$ cat config.mk
export PLATFORM = sky130hd
export DESIGN_NAME = imm_instr_encoder
export DESIGN_NICKNAME = d
export VERILOG_FILES = /design/src/rtl/imm_instr_encoder.sv
export SDC_FILE = /design/constraint.sdc
export NUM_CORES = 1
export LEC_CHECK = 0
export CAP_MARGIN = 20
export CORE_UTILIZATION = 45
export DETAILED_ROUTE_END_ITERATION = 12
export PLACE_DENSITY = 0.72
export RECOVER_POWER = 100
export SYNTH_ARGS = -nofsm -noshare
export SYNTH_HDL_FRONTEND = slang
export SYNTH_SLANG_ARGS = --single-unit
$ cat constraint.sdc
create_clock -name CLK -period 3.7 [get_ports CLK]
set_clock_uncertainty 0.05 [all_clocks]
set_input_delay 0.37 -clock CLK [delete_from_list [all_inputs] [get_ports CLK]]
set_output_delay 0.37 -clock CLK [all_outputs]
set_load 0.03 [all_outputs]
$ cat src/rtl/imm_instr_encoder.sv
// imm_instr_encoder: packs a format select, an extender-form immediate and the
// register/opcode fields into an RV32I instruction word, flagging immediates that
// cannot be represented. Two-stage valid/ready pipeline (input reg, output reg).
// Optional build macro IMM_ENC_ERR_COUNT_EN adds the ERR_COUNT output and counter.
module imm_instr_encoder #(
  parameter int unsigned                  DATA_WIDTH        = 32,
  parameter int unsigned                  IMM_FORMAT_SELECT = 3,
  parameter logic [IMM_FORMAT_SELECT-1:0] R_FORMAT          = 3'b000,
  parameter logic [IMM_FORMAT_SELECT-1:0] I_FORMAT          = 3'b001,
  parameter logic [IMM_FORMAT_SELECT-1:0] S_FORMAT          = 3'b010,
  parameter logic [IMM_FORMAT_SELECT-1:0] U_FORMAT          = 3'b011,
  parameter logic [IMM_FORMAT_SELECT-1:0] SB_FORMAT         = 3'b100,
  parameter logic [IMM_FORMAT_SELECT-1:0] UJ_FORMAT         = 3'b101,
  parameter int unsigned                  COUNT_WIDTH       = 16
) (
  input  logic                         CLK,
  input  logic                         RST,
  input  logic                         IN_VALID,
  output logic                         IN_READY,
  input  logic [IMM_FORMAT_SELECT-1:0] IMM_FORMAT,
  input  logic [DATA_WIDTH-1:0]        IMM_VALUE,
  input  logic [6:0]                   OPCODE,
  input  logic [4:0]                   RD,
  input  logic [4:0]                   RS1,
  input  logic [4:0]                   RS2,
  input  logic [2:0]                   FUNCT3,
  input  logic [6:0]                   FUNCT7,
  output logic                         OUT_VALID,
  input  logic                         OUT_READY,
  output logic [DATA_WIDTH-1:0]        INSTRUCTION,
  output logic                         IMM_ERROR,
  output logic [COUNT_WIDTH-1:0]       ENC_COUNT
`ifdef IMM_ENC_ERR_COUNT_EN
  ,
  output logic [COUNT_WIDTH-1:0]       ERR_COUNT
`endif
);

  // Stage A (input register)
  logic                         a_valid_q, a_valid_d;
  logic [IMM_FORMAT_SELECT-1:0] a_fmt_q, a_fmt_d;
  logic [DATA_WIDTH-1:0]        a_imm_q, a_imm_d;
  logic [6:0]                   a_opcode_q, a_opcode_d;
  logic [4:0]                   a_rd_q, a_rd_d;
  logic [4:0]                   a_rs1_q, a_rs1_d;
  logic [4:0]                   a_rs2_q, a_rs2_d;
  logic [2:0]                   a_funct3_q, a_funct3_d;
  logic [6:0]                   a_funct7_q, a_funct7_d;

  // Stage B (output register)
  logic                         out_valid_q, out_valid_d;
  logic [DATA_WIDTH-1:0]        instr_q, instr_d;
  logic                         err_q, err_d;
  logic [COUNT_WIDTH-1:0]       enc_count_q, enc_count_d;

  logic                         a_load, b_load, out_hs;
  logic [DATA_WIDTH-1:0]        enc_instr;
  logic                         enc_err;
  logic                         fits_12, fits_13, fits_21;

  // Handshake control: stage A may refill in the same cycle it hands off to B
  always_comb begin
    IN_READY = !a_valid_q || !out_valid_q || OUT_READY;
    a_load   = IN_VALID && IN_READY;
    b_load   = a_valid_q && (!out_valid_q || OUT_READY);
    out_hs   = out_valid_q && OUT_READY;
  end

  // Encoder: immediate range checks plus field packing of the stage A request
  always_comb begin
    enc_instr = '0;
    enc_err   = 1'b0;
    // Upper bits must all replicate the sign bit of the field width
    fits_12 = (&a_imm_q[31:11]) || !(|a_imm_q[31:11]);
    fits_13 = (&a_imm_q[31:12]) || !(|a_imm_q[31:12]);
    fits_21 = (&a_imm_q[31:20]) || !(|a_imm_q[31:20]);
    case (a_fmt_q)
      R_FORMAT: begin
        enc_instr = {a_funct7_q, a_rs2_q, a_rs1_q, a_funct3_q, a_rd_q, a_opcode_q};
      end
      I_FORMAT: begin
        enc_instr = {a_imm_q[11:0], a_rs1_q, a_funct3_q, a_rd_q, a_opcode_q};
        enc_err   = !fits_12;
      end
      S_FORMAT: begin
        enc_instr = {a_imm_q[11:5], a_rs2_q, a_rs1_q, a_funct3_q, a_imm_q[4:0], a_opcode_q};
        enc_err   = !fits_12;
      end
      U_FORMAT: begin
        enc_instr = {a_imm_q[31:12], a_rd_q, a_opcode_q};
        enc_err   = |a_imm_q[11:0];
      end
      SB_FORMAT: begin
        enc_instr = {a_imm_q[12], a_imm_q[10:5], a_rs2_q, a_rs1_q, a_funct3_q,
                     a_imm_q[4:1], a_imm_q[11], a_opcode_q};
        enc_err   = a_imm_q[0] || !fits_13;
      end
      UJ_FORMAT: begin
        enc_instr = {a_imm_q[20], a_imm_q[10:1], a_imm_q[11], a_imm_q[19:12],
                     a_rd_q, a_opcode_q};
        enc_err   = a_imm_q[0] || !fits_21;
      end
      default: begin
        enc_instr = '0;
        enc_err   = 1'b1;
      end
    endcase
  end

  // Next-state for both stages and the handshake counter
  always_comb begin
    a_valid_d  = a_valid_q;
    a_fmt_d    = a_fmt_q;
    a_imm_d    = a_imm_q;
    a_opcode_d = a_opcode_q;
    a_rd_d     = a_rd_q;
    a_rs1_d    = a_rs1_q;
    a_rs2_d    = a_rs2_q;
    a_funct3_d = a_funct3_q;
    a_funct7_d = a_funct7_q;
    out_valid_d = out_valid_q;
    instr_d     = instr_q;
    err_d       = err_q;
    enc_count_d = enc_count_q;

    if (a_load) begin
      a_valid_d  = 1'b1;
      a_fmt_d    = IMM_FORMAT;
      a_imm_d    = IMM_VALUE;
      a_opcode_d = OPCODE;
      a_rd_d     = RD;
      a_rs1_d    = RS1;
      a_rs2_d    = RS2;
      a_funct3_d = FUNCT3;
      a_funct7_d = FUNCT7;
    end else if (b_load) begin
      a_valid_d = 1'b0;
    end

    if (b_load) begin
      out_valid_d = 1'b1;
      instr_d     = enc_instr;
      err_d       = enc_err;
    end else if (OUT_READY) begin
      out_valid_d = 1'b0;
    end

    if (out_hs && (enc_count_q != '1)) begin
      enc_count_d = enc_count_q + COUNT_WIDTH'(1);
    end
  end

  // Pipeline state; reset discards anything in flight
  always_ff @(posedge CLK or posedge RST) begin
    if (RST) begin
      a_valid_q   <= 1'b0;
      a_fmt_q     <= '0;
      a_imm_q     <= '0;
      a_opcode_q  <= '0;
      a_rd_q      <= '0;
      a_rs1_q     <= '0;
      a_rs2_q     <= '0;
      a_funct3_q  <= '0;
      a_funct7_q  <= '0;
      out_valid_q <= 1'b0;
      instr_q     <= '0;
      err_q       <= 1'b0;
      enc_count_q <= '0;
    end else begin
      a_valid_q   <= a_valid_d;
      a_fmt_q     <= a_fmt_d;
      a_imm_q     <= a_imm_d;
      a_opcode_q  <= a_opcode_d;
      a_rd_q      <= a_rd_d;
      a_rs1_q     <= a_rs1_d;
      a_rs2_q     <= a_rs2_d;
      a_funct3_q  <= a_funct3_d;
      a_funct7_q  <= a_funct7_d;
      out_valid_q <= out_valid_d;
      instr_q     <= instr_d;
      err_q       <= err_d;
      enc_count_q <= enc_count_d;
    end
  end

  assign OUT_VALID   = out_valid_q;
  assign INSTRUCTION = instr_q;
  assign IMM_ERROR   = err_q;
  assign ENC_COUNT   = enc_count_q;

`ifdef IMM_ENC_ERR_COUNT_EN
  logic [COUNT_WIDTH-1:0] err_count_q, err_count_d;

  // Count emitted words that carried an error, saturating
  always_comb begin
    err_count_d = err_count_q;
    if (out_hs && err_q && (err_count_q != '1)) begin
      err_count_d = err_count_q + COUNT_WIDTH'(1);
    end
  end

  // Error counter register
  always_ff @(posedge CLK or posedge RST) begin
    if (RST) begin
      err_count_q <= '0;
    end else begin
      err_count_q <= err_count_d;
    end
  end

  assign ERR_COUNT = err_count_q;
`endif

endmodule

Word-level counts from Yosys, hierarchy flattened
Cells that the tools add are included.

cells by class
  equality and inequality tests = 6
  multiplexer cells = 6
  reductions and logical operators = 31
  add/subtract/negate cells = 1

operator list
  cell                   number
  $pmux 32 s6            1
  $reduce_or 12->1       2
  $reduce_and 21->1      1
  $reduce_or 21->1       1
  $reduce_and 20->1      1
  $reduce_or 20->1       1
  $add 16x1->16 const B  1
  $ne 16x16->1 const B   1
  $reduce_and 12->1      1
  $logic_not 1->1        8
  $logic_or 1x1->1       8
  $eq 3x2->1 const B     2
  $eq 3x3->1 const B     2
  $pmux 1 s5             1
  $logic_and 1x1->1      4
  $mux 1                 4
  $reduce_bool 2->1      2
  $eq 3x1->1 const B     1
  $logic_not 3->1        1
  $reduce_or 2->1        1

word-level totals
  flip-flop bits (word level) = 118
  logic and storage cells = 57
  input bits = 71

Logic depth before layout (Yosys ltp)
  depth after elaboration = 6
  mapped depth = 7
  gate-level depth less buffers = 6

Least setup slack after synthesis
OpenSTA, ideal clock, no wires.

  path type = reg2reg
  start = register out_valid_q, in the netlist OUT_VALID
  end = register a_fmt_q[0]
  setup slack = 1.649 ns
  library setup time = 0.125 ns
  arrival = 1.877 ns
  cell stages (with the launch flop) = 6
  period minus slack after synthesis = 2.051 ns
  path through = dfrtp_1 > nand3b_1 > nand2_1 > buf_2 > buf_2 > mux2_2

between the ends
  word-level cells in the longest chain between the ends = 4

ends and longest elaborated chain
  element                         line  RTL
  from (decl)                     51    logic out_valid_q, out_valid_d;
  from (signal assigned)          179   out_valid_q <= out_valid_d;
  $logic_not 1->1                 63    IN_READY = !a_valid_q || !out_valid_q || OUT_READY;
  $logic_or 1x1->1 (2 in series)  63
  via IN_READY                    19    output logic IN_READY,
  $logic_and 1x1->1               64    a_load = IN_VALID && IN_READY;
  to (signal assigned)            171   a_fmt_q <= a_fmt_d;
  to (decl)                       41    logic [IMM_FORMAT_SELECT-1:0] a_fmt_q, a_fmt_d;

The timed path passes the listed nets, and every way through them passes these cells.
A chain may end at the register's enable or synchronous reset.

Worst setup path in the final report
  start = input port OUT_READY
  end = register a_imm_q[3]

between the ends
  word-level cells in the longest chain between the ends = 2

ends and longest elaborated chain
  element               line  RTL
  from (decl)           29    input logic OUT_READY,
  $logic_or 1x1->1      63
  $logic_and 1x1->1     64
  to (signal assigned)  172   a_imm_q <= a_imm_d;
  to (decl)             42    logic [DATA_WIDTH-1:0] a_imm_q, a_imm_d;

Every way passes these cells.

==> impl_metrics.toml <==
[status]
outcome = "finished, violations left"
violations = "capacitance limit, slew limit"

[place]
gp_congestion = 0.824
dpl_cell_area_sq_um = 6540
io_buffers = 121
place_hpwl_um = 8670

[sta]
setup_viol = 0
setup-tns-final_ps = 0
relSlewSlack_pct = -11.9
rsz0062_at_grt = "no"
final_hold_viol_count = 0
drv_slew = 68
finalCritPeriodShare_pct = 73.8
worstMarginPinSlew_ps = 1680
fin_crit_ps = 2730
fmax_mhz = 366

[finish]
antenna_cells = 0
multiInputGateArea_sq_um = 2130
final_area_sq_um = 7160
nFillCells = 868
nNetsFinal = 638
area.growth.synth_to_final_pct = 37.1
layout-drive-gt1-share_pct = 19.5
seq_area_sq_um = 2950

[drt]
dr.pass1.iters = 7
drc = 0
wirelength_um = 12500
vias = 3903
dr.first_iter.drc_count = 237
via_per_inst = 5.43
wire_per_inst_um = 17.4
detail-route-antenna-nets = 0

[grt]
grt_max_degree = 74
grt_pass1_vias = 3862
grt_usage_pct = 22.2
grt_overflow_total = 0
grt_pass1_wl_um = 19800
antenna_found_initial = 0

[yosys]
async_flop_share_pct = 100
yosysUniqueCellTypes = 36
synth_edf_count = 0
netlist_instances = 446
synth_top_area_share_pct = 56.5
syn-num-nets = 518
synth_area_per_cell_sq_um = 11.7
synthTopCellsByArea = "dfrtp_1, mux2_2, nand2_1"
synthMostInstantiatedCell = "dfrtp_1"
synthFlopType = "dfrtp_1"
yosysTopAreaCell = "dfrtp_1"
ys_seq_elements = 118
netlist_area_sq_um = 5230
synth_warnings = 0
yosysSeqAreaShare_pct = 56.5
yosys-top-cells-count = "dfrtp_1, mux2_2, nand2_1, o21ai_0, mux2i_1"

[clocking]
cts_tree = "built"
ctsResizeCount = 0
clock_sinks = 118
cts_made_buffers = 17
cts_buffer_depth = 2
cts-root-buf = "clkbuf_16"
clk_pin_slew_ps = 60
clock_latency_ps = 410
htreeDepth = 4
cts_setup_buffers = 0
ctsHoldBuffers = 0

[worst_setup_path]
arrival_ps = 2960
path_class = "in -> reg"
worstSetupEndpointType = "flip-flop"
path_cells = "dlygate4sd3_1 > nand3b_1 > nand2_2 > clkbuf_2 > mux2_2"
crit_required_ps = 3930
cp-start-kind = "input pin"
r2r_cells = 4
slowest_delay_ps = 1180
cp_num_buf_inv = 2
crit_path_top_delay_cell = "clkbuf_2"
path_depth = 5
worstPathMaxFanout = 67
critical-path-top-delay-family = "buffers and inverters"

[power_and_ir_drop]
p_per_area_nw_per_um2 = 647
switching_share_pct = 31.2
p_total_mw = 4.64
pwr-share-seq_pct = 38.4
switchingPower_mw = 1.45
ir_drop_uv = 306
clkPwrFrac_pct = 37.9
intPower_mw = 3.19
p_comb_share_pct = 23.8
p_leak_nw = 3.13

[worst_hold_path]
hold_path_depth = 2
min_path_type = "reg -> reg"

[floorplan]
dieArea_sq_um = 12000
die_w_um = 110
row_count = 38
fp.coreArea_sq_um = 11100
start_util_pct = 47.2
die_y_um = 110
num_io_pins = 122

[flow_run]
maxCapViolCount = 1
## state kept, by name, summed over array words and instances, names as in the netlist
register	count
a_opcode_q	7
ENC_COUNT	16
a_funct3_q	3
a_fmt_q	3
a_funct7_q	7
IMM_ERROR	1
a_rs2_q	5
OUT_VALID	1
a_valid_q	1
a_imm_q	32
INSTRUCTION	32
a_rs1_q	5
a_rd_q	5
## through the flow
step | hold slack, ps | setup slack, ps | std cells | util, %
CTS | 438 | 1240 | 719 | 64.8
detailed placement | 426 | 1210 | 687 | 59.0
global placement | 410 | 1290 | 687 | 59.0
floorplan | 420 | 151 | 446 | -
finish | 428 | 970 | 719 | 64.7
global route | 452 | 840 | 719 | 64.7
## cells by family (layout without fill, tap and decap cells)
family	Yosys count	after routing	synth area share, %
adders and majority gates	1	1	0.239
muxes	92	92	19.4
DFF	118	118	56.5
xor gates and xnor gates	16	16	2.68
buffers and inverters	33	166	2.73
and+or+nand+nor	124	124	11.2
AOI/OAI and AO/OA	62	62	7.25
## worst min-delay path, stage by stage (launching register included)
cell     delay (ps)
dfrtp_1         340
nand2_1          40
o21ai_0          60
## power by group through the flow
| stage | combinational (mW) | clock, mW | sequential [mW] |
|---|---|---|---|
| 6_report | 1.10 | 1.76 | 1.78 |
| 5_1_grt | 1.19 | 1.84 | 1.81 |
| 4_1_cts | 1.16 | 1.78 | 1.78 |
| 3_5_place_dp | 1.15 | 0 | 1.80 |
| 3_3_place_gp | 1.12 | 0 | 1.79 |
| 2_1_floorplan | 0.467 | 0 | 1.98 |
## cells in the final DEF, fill, tap and decap left out, types with 3 or more instances in the layout
| master | n |
|---|---|
| xor2_1 | 5 |
| nor2_1 | 10 |
| bufinv_16 | 4 |
| o21ai_0 | 40 |
| inv_1 | 9 |
| clkinv_4 | 3 |
| xnor2_1 | 11 |
| a31oi_1 | 3 |
| dlygate4sd3_1 | 53 |
| o211ai_1 | 7 |
| clkdlybuf4s50_1 | 68 |
| nor3_1 | 5 |
| dfrtp_1 | 118 |
| inv_6 | 3 |
| mux2_2 | 75 |
| nand3_1 | 9 |
| nand4_1 | 13 |
| mux2i_1 | 17 |
| nand2_1 | 62 |
| a222oi_1 | 6 |
| clkbuf_16 | 17 |
| nor4_1 | 9 |
| nand2b_1 | 5 |
## area by class of cell
type                            count  share of cell area (%)
Timing Repair Buffer              124                    17.1
Tap cell                          140                    2.45
Clock inverter                     14                    2.76
Sequential cell                   118                    41.2
Clock buffer                       18                    6.13
Multi-Input combinational cell    295                    29.7
Inverter                           10                   0.559
## layer usage
layer | wire, um | vias up | global-route usage, % | part of all wire (%)
li1 | - | 1834 | - | -
met3 | 624 | 19 | 4.03 | 5.0
met4 | 242 | 0 | 9.81 | 1.9
met5 | 0 | - | 0 | 0
met2 | 5960 | 139 | 34.9 | 48
met1 | 5690 | 1911 | 30.1 | 45
## path summary, 6_finish.rpt
| check | to | slack [ps] | from |
|---|---|---|---|
| worst min-delay path | INSTRUCTION[23]$_DFFE_PP0P_ | 430 | INSTRUCTION[23]$_DFFE_PP0P_ |
| max in group asynchronous | INSTRUCTION[21]$_DFFE_PP0P_ | 1740 | RST |
| worst max-delay path | a_imm_q[3]$_DFFE_PP0P_ | 970 | OUT_READY |
| worst min register to register | INSTRUCTION[23]$_DFFE_PP0P_ | 430 | INSTRUCTION[23]$_DFFE_PP0P_ |
| worst max register to register | a_imm_q[3]$_DFFE_PP0P_ | 1190 | a_valid_q$_DFFE_PP0P_ |
| min in group asynchronous | ENC_COUNT[11]$_DFFE_PP0P_ | 570 | RST |
(Power assumes the default switching activity.)
